### src/rtl/fifo_burst_reader.sv
// Pulls a requested number of words from a show-ahead FIFO into a 2-entry skid buffer feeding a valid/ready stream.
// Define FIFO_BURST_READER_LAST_EN to add out_last, marking the final word of each burst.
module fifo_burst_reader #(
  parameter int WIDTH = 8,
  parameter int LENW  = 8
) (
  input  logic             clk,
  input  logic             rst,
  input  logic             fifo_empty,
  input  logic [WIDTH-1:0] fifo_data,
  output logic             fifo_pop,
  input  logic             req_valid,
  input  logic [LENW-1:0]  req_len,
  output logic             req_ready,
  output logic             out_valid,
  output logic [WIDTH-1:0] out_data,
  input  logic             out_ready,
`ifdef FIFO_BURST_READER_LAST_EN
  output logic             out_last,
`endif
  output logic             done
);

  typedef enum logic [1:0] {IDLE, ACTIVE, DRAIN} state_t;

  state_t           state;
  logic [LENW-1:0]  remaining;
  logic [1:0]       occ;
  logic [WIDTH-1:0] buf0;
  logic [WIDTH-1:0] buf1;
  logic             take;

  // Outputs are masked while rst is high so nothing leaks out of an aborted burst.
  assign req_ready = (state == IDLE) && !rst;
  assign out_valid = (occ != 2'd0) && !rst;
  assign out_data  = buf0;
  assign done      = (state == DRAIN) && (occ == 2'd0) && !rst;
  assign take      = out_valid && out_ready;
  assign fifo_pop  = !rst && (state == ACTIVE) && (remaining != '0) && !fifo_empty &&
                     ((occ < 2'd2) || ((occ == 2'd2) && out_ready));

`ifdef FIFO_BURST_READER_LAST_EN
  logic last0;
  logic last1;
  logic word_last;

  assign word_last = (remaining == LENW'(1));
  assign out_last  = out_valid && last0;

  always_ff @(posedge clk) begin
    if (rst) begin
      last0 <= 1'b0;
      last1 <= 1'b0;
    end else begin
      case ({fifo_pop, take})
        2'b10: begin
          if (occ == 2'd0) last0 <= word_last;
          else             last1 <= word_last;
        end
        2'b01: last0 <= last1;
        2'b11: begin
          if (occ == 2'd1) begin
            last0 <= word_last;
          end else begin
            last0 <= last1;
            last1 <= word_last;
          end
        end
        default: ;
      endcase
    end
  end
`endif

  always_ff @(posedge clk) begin
    if (rst) begin
      state     <= IDLE;
      remaining <= '0;
      occ       <= '0;
      buf0      <= '0;
      buf1      <= '0;
    end else begin
      case (state)
        IDLE: begin
          if (req_valid) begin
            remaining <= req_len;
            state     <= (req_len == '0) ? DRAIN : ACTIVE;
          end
        end
        ACTIVE: begin
          if (remaining == '0)
            state <= DRAIN;
          else if (fifo_pop)
            remaining <= remaining - LENW'(1);
        end
        DRAIN: begin
          if (occ == 2'd0)
            state <= IDLE;
        end
        default: state <= IDLE;
      endcase

      // buf0 is always the oldest entry; a pop at occ==2 only happens alongside a take.
      case ({fifo_pop, take})
        2'b10: begin
          if (occ == 2'd0) buf0 <= fifo_data;
          else             buf1 <= fifo_data;
          occ <= occ + 2'd1;
        end
        2'b01: begin
          buf0 <= buf1;
          occ  <= occ - 2'd1;
        end
        2'b11: begin
          if (occ == 2'd1) begin
            buf0 <= fifo_data;
          end else begin
            buf0 <= buf1;
            buf1 <= fifo_data;
          end
        end
        default: ;
      endcase
    end
  end

endmodule

### config.mk
export PLATFORM = sky130hd
export DESIGN_NAME = fifo_burst_reader
export DESIGN_NICKNAME = d
export VERILOG_FILES = /design/src/rtl/fifo_burst_reader.sv
export SDC_FILE = /design/constraint.sdc
export NUM_CORES = 1
export LEC_CHECK = 0
export ABC_AREA = 1
export CAP_MARGIN = 20
export CORE_ASPECT_RATIO = 1.2
export CORE_MARGIN = 4
export CORE_UTILIZATION = 45
export DETAILED_ROUTE_END_ITERATION = 10
export GPL_TIMING_DRIVEN = 0
export PLACE_DENSITY_LB_ADDON = 0.12
export SYNTH_ARGS = -nofsm -noshare
export SYNTH_HDL_FRONTEND = slang
export SYNTH_SLANG_ARGS = --single-unit
### constraint.sdc
create_clock -name clk -period 2.6 [get_ports clk]
set_input_delay 0.65 -clock clk [delete_from_list [all_inputs] [get_ports clk]]
set_output_delay 0.65 -clock clk [all_outputs]
set_load 0.02 [all_outputs]
==> results by group <==
Run status
  – Run status: complete, no violations

Routing
  – Post-route DRC: 0
  – DR iter-0 viols: 96
  – WL per Instance: about 10 um
  – Post-route ant nets: 0
  – Total Wirelength: about 3700 um
  – Total number of vias: approximately 1,600
  – Vias per inst: 4.65
  – Drt first pass iters: 4

Placement
  – Placer Congestion: between 0.8 and 0.9
  – Setup WS pre-CTS: -482 ps
  – Placed cell count: 350
  – Placed inst area: between 2000 and 2500 um2
  – Port bufs: 32
  – Post-DP HPWL: 2930 um

Power
  – Net switching power: 596 uW
  – Static Leakage: 0.00103 uW
  – Sw Ratio: ~40%
  – Seq pwr share: a little under two fifths
  – Cell-internal power: 911 uW
  – Power share of the clock group: 17.6%
  – Total power: around 1500 uW
  – PD cells: 684 nW/um2
  – Max IR drop VDD: 0.350 mV
  – Comb pwr share: roughly 45%

STA
  – Final hold viol count: 0
  – Final worst slack: about 98 ps
  – Worst rel slew slack: 69.2%
  – Final setup fails: 0
  – Crit share post-route: around 96%
  – Peak Freq: between 300 and 400 MHz
  – Worst Skew: just under 3 ps
  – Slew Viols, Final: 0
  – Final min period: around 2500 ps
  – Slew @ Worst Pin: ~460 ps
  – RSZ-0062 raised after global routing: no

Clock network
  – Clock transition at path regs: around 90 ps
  – Postcts setup bufs: 0
  – CTS sink cnt: 28
  – Post-cts hold buffer count: 0
  – CTS tree: done
  – CTS Buffer Depth: 2
  – Clock Latency Late Sink: 270 ps
  – Clock root buffer: clkbuf_8
  – Resize count post-CTS: 12
  – Total CTS buffers: 3
  – H-tree depth: 1

Min path
  – Worst hold path type: flop to flop
  – Hold wc startpoint: buf1[5]

Logic synthesis
  – Average size of a mapped cell: between 6 and 7 um2
  – #FFs+latches synth: 28
  – Post-Synthesis Cells: approximately 270
  – Synth top area share: about 32%
  – Synth area leader: dfxtp_1
  – Ys Warns: 0
  – Netlist cell types: 28
  – Syn_nets: a little under 300
  – Register area share after synthesis: between 30% and 40%
  – Mapped Area: approximately 1700 um2
  – Synth area leaders: dfxtp_1, inv_1, nand2_1

Setup path
  – Worst EP required: ~2000 ps
  – Critical Path AT: ~1900 ps
  – Crit path launch: out_ready
  – Cell Chain, Critical Path: clkdlybuf4s50_1, nand2_1, nand2_1, nand2_1, nor2_4, clkdlybuf4s15_2
  – Setup CP Type: input port to primary output
  – Reg2Reg Setup Slack: between 300 and 400 ps
  – Crit end category: primary output
  – Critical R2R Launch: occ[0]
  – Crit path top cell by count: nand2_1
  – Max incr delay on CP: 480 ps
  – Startpoint Class: input port
  – Critical path peak fanout: 4
  – Slowest CP cell: clkdlybuf4s50_1

Final layout
  – Multi-input gate area: about 950 um2
  – Nets: about 330
  – Antenna fix cells: 0
  – Most frequent cells in the layout: inv_1, nand2_1, o21ai_0
  – Layout cells sized above 1: under 10%
  – Most common library cell in the layout ignoring fill and taps: inv_1
  – Number of fill cells in the layout: between 300 and 400
  – Layout area overhead: 26.1%
  – Post-Layout Inst Area: about 2200 um2
  – Non-Filler Instances: 354
  – Register area: approximately 560 um2
  – Final core utilization: between 50% and 60%

Die
  – Starting density of the core: between 40% and 50%
  – Die Ht: between 70 and 80 um
  – Core footprint: ~3700 um2
  – Row count: 24
  – Top Ports: 33
  – Die X: 64.9 um
  – Die area: approximately 4900 um2

Global route
  – GR Overflow Total: 0
  – First-pass GRT wire length: 6600 um
  – Vias in the first global route: approximately 1,600
  – Largest net degree at the start of global routing: 16
  – Initial antenna violation count: 0
  – Total GRT Usage: 16.1%

Job
  – Max-cap viol count: 0
critical path, delay by kind of cell:
kind | cells | cell delay, ps
simple gates | 4 | 450
buf+inv | 2 | 760
cell type report:
type / instances / share of cell area, %
multi-input cells: 177 / 43.2
flip-flops and latches: 28 / 25.5
repair buffers: 32 / 14.4
inverters: 56 / 9.55
well taps: 52 / 2.95
clock buffers: 4 / 2.50
plain buffers: 5 / 1.93
state kept, by name (all words and copies together), names as in the netlist:
| name | cells |
|---|---|
| buf1 | 8 |
| out_data | 8 |
| remaining | 8 |
| occ | 2 |
| state | 2 |
per-layer routing:
metal  vias up  GRT usage [%]  wire length [um]
met1       686           20.2              1740
met2        31           27.0              1710
met4         0           7.19               113
met5         -              0                 0
met3        10           1.92               143
li1        920              -                 -
Yosys cell counts:
cell type	n
a21oi_4	1
buf_2	2
nand4_1	1
o21ai_1	4
nor2_2	2
o21ai_0	32
inv_2	3
nor3_1	1
nand3b_1	2
xor2_1	1
a21oi_1	21
nand3_1	23
dfxtp_1	28
o21bai_2	1
ha_1	8
clkbuf_1	1
o21bai_4	1
nor2_1	27
nand2_1	45
nor2_8	1
buf_6	2
nand2_2	1
xnor2_1	1
a21oi_2	1
inv_1	53
nand2_4	1
o211ai_2	1
a21o_1	1
power by group through the flow:
| stage | Combinational, uW | Clock [uW] | Sequential, uW |
|---|---|---|---|
| 3_5_place_dp | 664 | 0 | 581 |
| 4_1_cts | 669 | 276 | 570 |
| 5_1_grt | 778 | 295 | 583 |
| 6_report | 672 | 265 | 571 |
| 2_1_floorplan | 467 | 0 | 588 |
| 3_3_place_gp | 660 | 0 | 579 |
metrics by stage:
step	hold WS [ps]	TNS, ps
2_1_floorplan	424	0
3_3_place_gp	431	-5810
3_5_place_dp	436	-5770
4_1_cts	451	0
5_1_grt	469	0
6_report	449	0
kinds of logic after synthesis:
logic type	Yosys count	synth area share (%)
simple gates	104	26.4
fa+ha+maj	8	5.73
xor+xnor	2	1.00
compound gates	63	20.6
buf+inv	61	14.1
flops	28	32.1
path summary, 6_finish.rpt:
path	end	depth (start not counted)
setup reg to reg	out_data[7]	12
setup / recovery	fifo_pop	6
hold reg to reg	buf1[5]	2
hold / removal	buf1[5]	2
Power figures use the tool's default switching activity.
